<file path="src/rtl/key_input_unit.sv">
// Four-button front end: synchronise, debounce, press pulses and a registered
// movement direction that refuses immediate reversals.
//
// direction state | meaning
// UP    (2'b00)   | snake moving up
// DOWN  (2'b01)   | snake moving down
// LEFT  (2'b10)   | snake moving left
// RIGHT (2'b11)   | snake moving right (reset / restart value)
module key_input_unit #(
    parameter int unsigned DEBOUNCE_CYCLES = 1_000_000,
    parameter int unsigned CNT_W           = 24
) (
    input  logic       CLK_50M,
    input  logic       RSTn,
    input  logic       key1_n,
    input  logic       key2_n,
    input  logic       key3_n,
    input  logic       key4_n,
    input  logic       restart,
    output logic       key1_press,
    output logic       key2_press,
    output logic       key3_press,
    output logic       key4_press,
    output logic [3:0] key_level,
    output logic [1:0] direction
);

    typedef enum logic [1:0] {
        UP    = 2'b00,
        DOWN  = 2'b01,
        LEFT  = 2'b10,
        RIGHT = 2'b11
    } dir_t;

    localparam logic [CNT_W-1:0] CNT_LAST = CNT_W'(DEBOUNCE_CYCLES - 1);

    logic [3:0]       raw_n;
    logic [3:0]       sync1;
    logic [3:0]       sync2;
    logic [3:0]       pressed;
    logic [3:0]       level_d;
    logic [3:0]       press;
    logic [CNT_W-1:0] cnt [4];
    dir_t             dir_q;
    dir_t             dir_next;

    assign raw_n = {key4_n, key3_n, key2_n, key1_n};

    always_ff @(posedge CLK_50M or negedge RSTn) begin
        if (!RSTn) begin
            sync1 <= 4'hF;
            sync2 <= 4'hF;
        end else begin
            sync1 <= raw_n;
            sync2 <= sync1;
        end
    end

    assign pressed = ~sync2;

    // A level is only accepted after DEBOUNCE_CYCLES consecutive mismatches.
    always_ff @(posedge CLK_50M or negedge RSTn) begin
        if (!RSTn) begin
            for (int k = 0; k < 4; k++) begin
                cnt[k] <= '0;
            end
            key_level <= '0;
        end else begin
            for (int k = 0; k < 4; k++) begin
                if (pressed[k] == key_level[k]) begin
                    cnt[k] <= '0;
                end else if (cnt[k] == CNT_LAST) begin
                    cnt[k]       <= '0;
                    key_level[k] <= pressed[k];
                end else begin
                    cnt[k] <= cnt[k] + CNT_W'(1);
                end
            end
        end
    end

    always_ff @(posedge CLK_50M or negedge RSTn) begin
        if (!RSTn) begin
            level_d <= '0;
            press   <= '0;
        end else begin
            level_d <= key_level;
            press   <= key_level & ~level_d;
        end
    end

    assign key1_press = press[0];
    assign key2_press = press[1];
    assign key3_press = press[2];
    assign key4_press = press[3];

    // Only the highest-priority request is examined; a rejected winner blocks the rest.
    always_comb begin
        dir_next = dir_q;
        if (restart) begin
            dir_next = RIGHT;
        end else if (press[0]) begin
            if (dir_q != DOWN) dir_next = UP;
        end else if (press[1]) begin
            if (dir_q != UP) dir_next = DOWN;
        end else if (press[2]) begin
            if (dir_q != RIGHT) dir_next = LEFT;
        end else if (press[3]) begin
            if (dir_q != LEFT) dir_next = RIGHT;
        end
    end

    always_ff @(posedge CLK_50M or negedge RSTn) begin
        if (!RSTn) begin
            dir_q <= RIGHT;
        end else begin
            dir_q <= dir_next;
        end
    end

    assign direction = dir_q;

endmodule

</file>
<file path="config.mk">
export PLATFORM = sky130hd
export DESIGN_NAME = key_input_unit
export DESIGN_NICKNAME = d
export VERILOG_FILES = /design/src/rtl/key_input_unit.sv
export SDC_FILE = /design/constraint.sdc
export NUM_CORES = 1
export LEC_CHECK = 0
export ABC_AREA = 1
export CORE_UTILIZATION = 35
export CTS_CLUSTER_SIZE = 12
export DETAILED_ROUTE_END_ITERATION = 6
export SLEW_MARGIN = 20
export SYNTH_ARGS = -nofsm -noshare
export SYNTH_HDL_FRONTEND = slang
export SYNTH_SLANG_ARGS = --single-unit
export TNS_END_PERCENT = 5
</file>
<file path="constraint.sdc">
create_clock -name CLK_50M -period 4.3 [get_ports CLK_50M]
set_clock_uncertainty 0.05 [all_clocks]
set_input_delay 0.86 -clock CLK_50M [delete_from_list [all_inputs] [get_ports CLK_50M]]
set_output_delay 0.86 -clock CLK_50M [all_outputs]
set_load 0.03 [all_outputs]
</file>
==> results of run 1 <==
cells by family (layout without fill, tap and decap cells):
group           Yosys count  in the layout
simple gates            563            563
flops                   118            118
buf+inv                  96            140
xor+xnor                 52             52
compound gates           31             31
fa+ha+maj                 4              4
state kept, by name, indices dropped and copies added (netlist names):
| name | count |
|---|---|
| key_level | 4 |
| level_d | 4 |
| cnt | 96 |
| press | 4 |
| sync2 | 4 |
| direction | 2 |
| sync1 | 4 |
cell type report:
cell class | count | area (um^2) | share of cell area (%)
well taps | 229 | 287 | 3.81
inverters | 91 | 342 | 4.55
clock inverters | 9 | 100 | 1.33
multi-input cells | 650 | 3170 | 42.1
repair buffers | 17 | 178 | 2.36
clock buffers | 23 | 478 | 6.36
flip-flops and latches | 118 | 2970 | 39.5
worst paths after layout:
check	cells after the start	from	endpoint	slack, ps
max	1	direction[0]$_DFFE_PN1P_	direction[0]	1680
min	0	sync1[2]$_DFF_PN1_	sync2[2]$_DFF_PN1_	300
max reg2reg	8	cnt[24]$_DFF_PN0_	cnt[38]$_DFF_PN0_	2610
min reg2reg	0	sync1[2]$_DFF_PN1_	sync2[2]$_DFF_PN1_	300
max in group asynchronous	2	RSTn	sync2[1]$_DFF_PN1_	2860
min in group asynchronous	1	RSTn	cnt[45]$_DFF_PN0_	490
power by group through the flow:
stage                     sequential, W  clock (W)  combinational [W]
after floorplan                 0.00120          0          0.0000656
after global placement          0.00119          0           0.000150
after detailed placement        0.00119          0           0.000151
after CTS                       0.00117    0.00143           0.000152
after global routing            0.00117    0.00147           0.000169
final                           0.00117    0.00139           0.000148
per-layer routing:
metal	routed length, um	vias up
li1	-	2734
met1	7060	2401
met2	6200	67
met3	366	22
met4	326	0
met5	0	-
per-stage QoR:
| stage | power (W) | util, % |
|---|---|---|
| after floorplan | 0.00126 | - |
| after CTS | 0.00275 | 41.5 |
| after detailed placement | 0.00134 | 38.4 |
| after global routing | 0.00281 | 41.5 |
| final | 0.00271 | 41.5 |
| after global placement | 0.00134 | 38.4 |
layout by cell type (no fill, tap or decap), drive strengths merged:
cell,instances
bufinv,2
and2,3
clkinvlp,2
clkinv,5
nand2,207
nand4,13
xor2,30
nor3b,4
a21oi,18
o21a,2
o21bai,3
buf,2
ha,4
clkdlybuf4s50,15
xnor2,22
o21ai,8
nand3b,3
nand3,73
dfrtp,108
nor2,258
clkbuf,23
nor3,2
dfstp,10
inv,91
==> results.yml, run 1 <==
outcome:
  status: "complete, but fails checks"
  violations: "design-rule violations"
drt:
  routedWlPerCell_um: 12.3
  drt_first_pass_iters: 7
  totalWireLength_um: 14000
  via_per_inst: 4.59
  drt_iter0_drc: 286
  num_vias: 5224
  route.detailed.drc: 4
  drtAntennaViolNets: 0
timing:
  rsz0062_at_grt: "false"
  min_period_ps: 2620
  setup_violations: 0
  hold_viol: 0
  fmax_mhz: 382
  relSlewSlack_pct: 46.2
  period_share_pct: 60.9
  hold_ws_ps: 304
  timing.setup.tns_ps: 0
  tightest_slew_ps: 807
  finalWorstSetupSlack_ps: 1680
  maxSlewViolCount: 0
cts:
  cts_root_buf: "clkbuf_16"
  cts_tree: "built"
  numCtsBuffers: 17
  worst_skew_pair.late_latency_ps: 420
  ctsResizeCount: 0
  clkTransAtPathRegs_ps: 50
  ctsHoldBuffers: 0
  post_cts.repair.setup_buffers: 0
  cts.sinks: 118
  htreeDepth: 4
  clockBufferDepth: 2
synthesis:
  ys_seq_area_share_pct: 45.6
  synth.top_cell.area_share_pct: 41.6
  syn_area_um2: 6500
  synth_fa_ha_area_share_pct: 0.770
  ys_ff_latch: 118
  avgSynthCellArea_um2: 7.52
  synth_flop_cell: "dfrtp_1"
  synth_edf_count: 0
  synth_top_cell_by_area: "dfrtp_1"
  synth_area_leaders: "dfrtp_1 (42%), nor2_1 (13%), nand2_1 (11%), nand3_1 (5.2%), inv_1 (4.9%)"
  syn-num-nets: 875
  synth.top_cells.by_count: "nor2_1 (230), nand2_1 (193), dfrtp_1 (108), inv_1 (84), nand3_1 (68)"
  synth_compound_area_share_pct: 2.58
  synthDistinctLibCells: 29
  yosysMostFrequentCell: "nor2_1"
  synthSimpleGateAreaFrac_pct: 38.0
  synth_top_family_by_area: "simple AND/OR/NAND/NOR gates"
  synth_xor_area_share_pct: 7.36
  synth_mux_area_share_pct: 0
  async_flop_share_pct: 100
  syn_inst: 864
  yosysWarnings: 0
critical_path:
  path_max_fanout: 4
  crit_slowest_cell: "clkdlybuf4s50_1"
  startpoint_type: "flop"
  crit_path_end_kind: "primary output"
  crit_family: "buffers and inverters"
  path_buf_inv: 1
  worstPathRequired_ps: 3390
  worstPathArrival_ps: 1710
  critical_path.cell_chain: "clkdlybuf4s50_1"
  critical_path_class: "flop to primary output"
  slowest_delay_ps: 720
global_routing:
  grt_max_degree: 62
  grt_most_used_layer: "met2"
  grt_pass1_vias: 4933
  grt-ovfl-total: 0
  antenna_found_initial: 0
  met2_usage_pct: 23.7
  grtUsageMet3_pct: 3.29
  track_usage_pct: 15.6
  grt_use_met1_pct: 21.1
  grt_pass1_wl_um: 23800
placed_design:
  placed_cells: 1105
  routabilityCongestion: 0.841
  dpl-instance-area_um2: 6940
  numPortBuffers: 16
  hpwl_um: 10100
  detailedPlace.worstSlack_ps: 2110
final_layout:
  final_area_um2: 7510
  insertedDiodeCount: 0
  drive_gt1_share_pct: 10.8
  final_cells: 1137
  syn_to_final_growth_pct: 15.7
  nets: 906
  n_fill_cell: 1807
floorplan:
  die-area_um2: 19100
  core_area_um2: 18100
  die_h_um: 138
  die_w_um: 138
  rows: 49
  initial_utilization_pct: 35.9
  num_io_pins: 17
pwr:
  p_int_w: 0.00209
  p_comb_share_pct: 5.4
  seq_power_share_pct: 43.1
  switching_share_pct: 23.1
  p_switching_w: 0.000625
  power.leakage_nw: 3.30
  pwr-share-clk_pct: 51.4
  peakVddDrop_uv: 315
  power_density_nw_per_um2: 361
hold_path:
  hold_path_class: "flop to flop"
flow_run:
  maxCapViolCount: 0
(Power assumes the default switching activity.)
==> run 2: changes to the inputs <==
==> constraint.sdc (replaced) <==
create_clock -name CLK_50M -period 2.19 [get_ports CLK_50M]
set_clock_uncertainty 0.05 [all_clocks]
set_input_delay 0.438 -clock CLK_50M [delete_from_list [all_inputs] [get_ports CLK_50M]]
set_output_delay 0.438 -clock CLK_50M [all_outputs]
set_load 0.03 [all_outputs]
==> run 2 against run 1 <==
The flow still finishes with violations (design-rule violations). Worst hold slack got worse by 1.5 ps. Design area increased by 1.0%. Sequential cell count unchanged. Total power increased by 95%. Die area unchanged. Critical path type unchanged. Critical endpoint is now key_level[2]. Largest cell class unchanged. Largest power group unchanged.
==> results.yml, run 2 (synthesis gave the netlist of run 1 again) <==
cts:
  clockBufferDepth: 2
  clkTransAtPathRegs_ps: 50
  worst_skew_pair.late_latency_ps: 410
  cts.sinks: 118
  numCtsBuffers: 17
  htreeDepth: 4
  post_cts.repair.setup_buffers: 0
  cts_root_buf: "clkbuf_16"
  cts_tree: "built"
floorplan:
  initial_utilization_pct: 35.9
  die_w_um: 138
  die-area_um2: 19100
  die_h_um: 138
  num_io_pins: 17
  rows: 49
  core_area_um2: 18100
pwr:
  power.leakage_nw: 3.35
  power_density_nw_per_um2: 697
  peakVddDrop_uv: 674
placed_design:
  hpwl_um: 10200
  routabilityCongestion: 0.860
  numPortBuffers: 16
critical_path:
  critical_path_class: "flop to primary output"
  worstPathArrival_ps: 1560
  slowest_delay_ps: 710
  crit_family: "buffers and inverters"
  worstPathRequired_ps: 1700
  path_max_fanout: 5
  crit_path_end_kind: "primary output"
  critical_path.cell_chain: "clkdlybuf4s50_1"
  startpoint_type: "flop"
  crit_slowest_cell: "clkdlybuf4s50_1"
  path_buf_inv: 1
global_routing:
  grt_max_degree: 40
  grt_pass1_wl_um: 24100
  grt_pass1_vias: 4984
  grt-ovfl-total: 0
  track_usage_pct: 15.9
  antenna_found_initial: 0
outcome:
  status: "complete, but fails checks"
  violations: "design-rule violations"
timing:
  period_share_pct: 93.4
  hold_viol: 0
  tightest_slew_ps: 559
  setup_violations: 0
  rsz0062_at_grt: "false"
  min_period_ps: 2040
  relSlewSlack_pct: 62.7
  timing.setup.tns_ps: 0
  fmax_mhz: 489
  maxSlewViolCount: 0
drt:
  totalWireLength_um: 13800
  dr_wl_met3_um: 425
  via_per_inst: 4.54
  drt_first_pass_iters: 7
  route.detailed.drc: 4
  drtAntennaViolNets: 0
  wl_met2_um: 6260
  drt_iter0_drc: 177
  wirelength_met1_um: 7000
  top_layer: "met4"
  num_vias: 5184
  routedWlPerCell_um: 12.1
final_layout:
  insertedDiodeCount: 0
  drive_gt1_share_pct: 11.3
  syn_to_final_growth_pct: 16.8
  final_cell_mix: "nor2_1 (230), nand2_1 (193), dfrtp_1 (108), inv_1 (84), nand3_1 (68)"
  n_fill_cell: 1799
  regArea_um2: 2970
  largest_reg_flops: 96
  multi_input_comb_area_um2: 3170
  regMostFlops: "cnt"
  nets: 912
  utilization_pct: 42.0
  final_common_cell: "nor2_1"
flow_run:
  maxCapViolCount: 0
hold_path:
  hold_path_class: "flop to flop"
run 2: cell types whose count changed in the layout (fill, tap and decap cells not counted), sizes merged:
| cell | delta |
|---|---|
| buf | +5 |
| dlygate4sd3 | +1 |
| clkdlybuf4s50 | -2 |
| dlymetal6s2s | +2 |
run 2: layout make-up:
class | count | area share (%)
clock buffer | 23 | 6.30
multi-input combinational | 650 | 41.7
inverter | 91 | 4.50
timing repair buffer | 23 | 3.36
tap | 229 | 3.77
clock inverter | 9 | 1.32
sequential | 118 | 39.1
run 2: through the flow:
step	std cells	setup slack [ps]	hold WS (ps)	power, W	instance area (um^2)
3_5_place_dp	1110	456	298	0.00263	7000
6_report	1143	145	303	0.00529	7590
4_1_cts	1143	2.15	304	0.00539	7590
2_1_floorplan	864	783	92.4	0.00248	6500
5_1_grt	1143	70.6	310	0.00551	7590
3_3_place_gp	1110	442	295	0.00264	7000
run 2: layer usage:
layer  track usage, %  vias up
met5                0        -
met4             6.98        0
met3             3.01       11
met2             24.7       65
met1             21.7     2349
li1                 -     2759
run 2: where the power goes:
group          internal, W  switching (W)
Clock              0.00175       0.000951
Sequential         0.00225      0.0000403
Combinational     0.000106       0.000196
Total              0.00410        0.00119
run 2: repair_timing:
item | 4_1_cts | 5_1_grt
resized for setup | 0 | 2
endpoints found under the hold margin | 30 | 0
hold buffers | 1 | 0
setup endpoints to repair | 0 | 2
run 2: final timing paths:
path / start / endpoint / slack, ps / depth (start not counted)
min in group asynchronous: RSTn / cnt[24]$_DFF_PN0_ / 500 / 2
hold / removal: sync1[1]$_DFF_PN1_ / sync2[1]$_DFF_PN1_ / 300 / 0
setup / recovery: key_level[2]$_DFFE_PN0P_ / key_level[2] / 150 / 1
setup reg to reg: cnt[24]$_DFF_PN0_ / cnt[38]$_DFF_PN0_ / 540 / 8
hold reg to reg: sync1[1]$_DFF_PN1_ / sync2[1]$_DFF_PN1_ / 300 / 0
max in group asynchronous: RSTn / sync1[1]$_DFF_PN1_ / 990 / 3
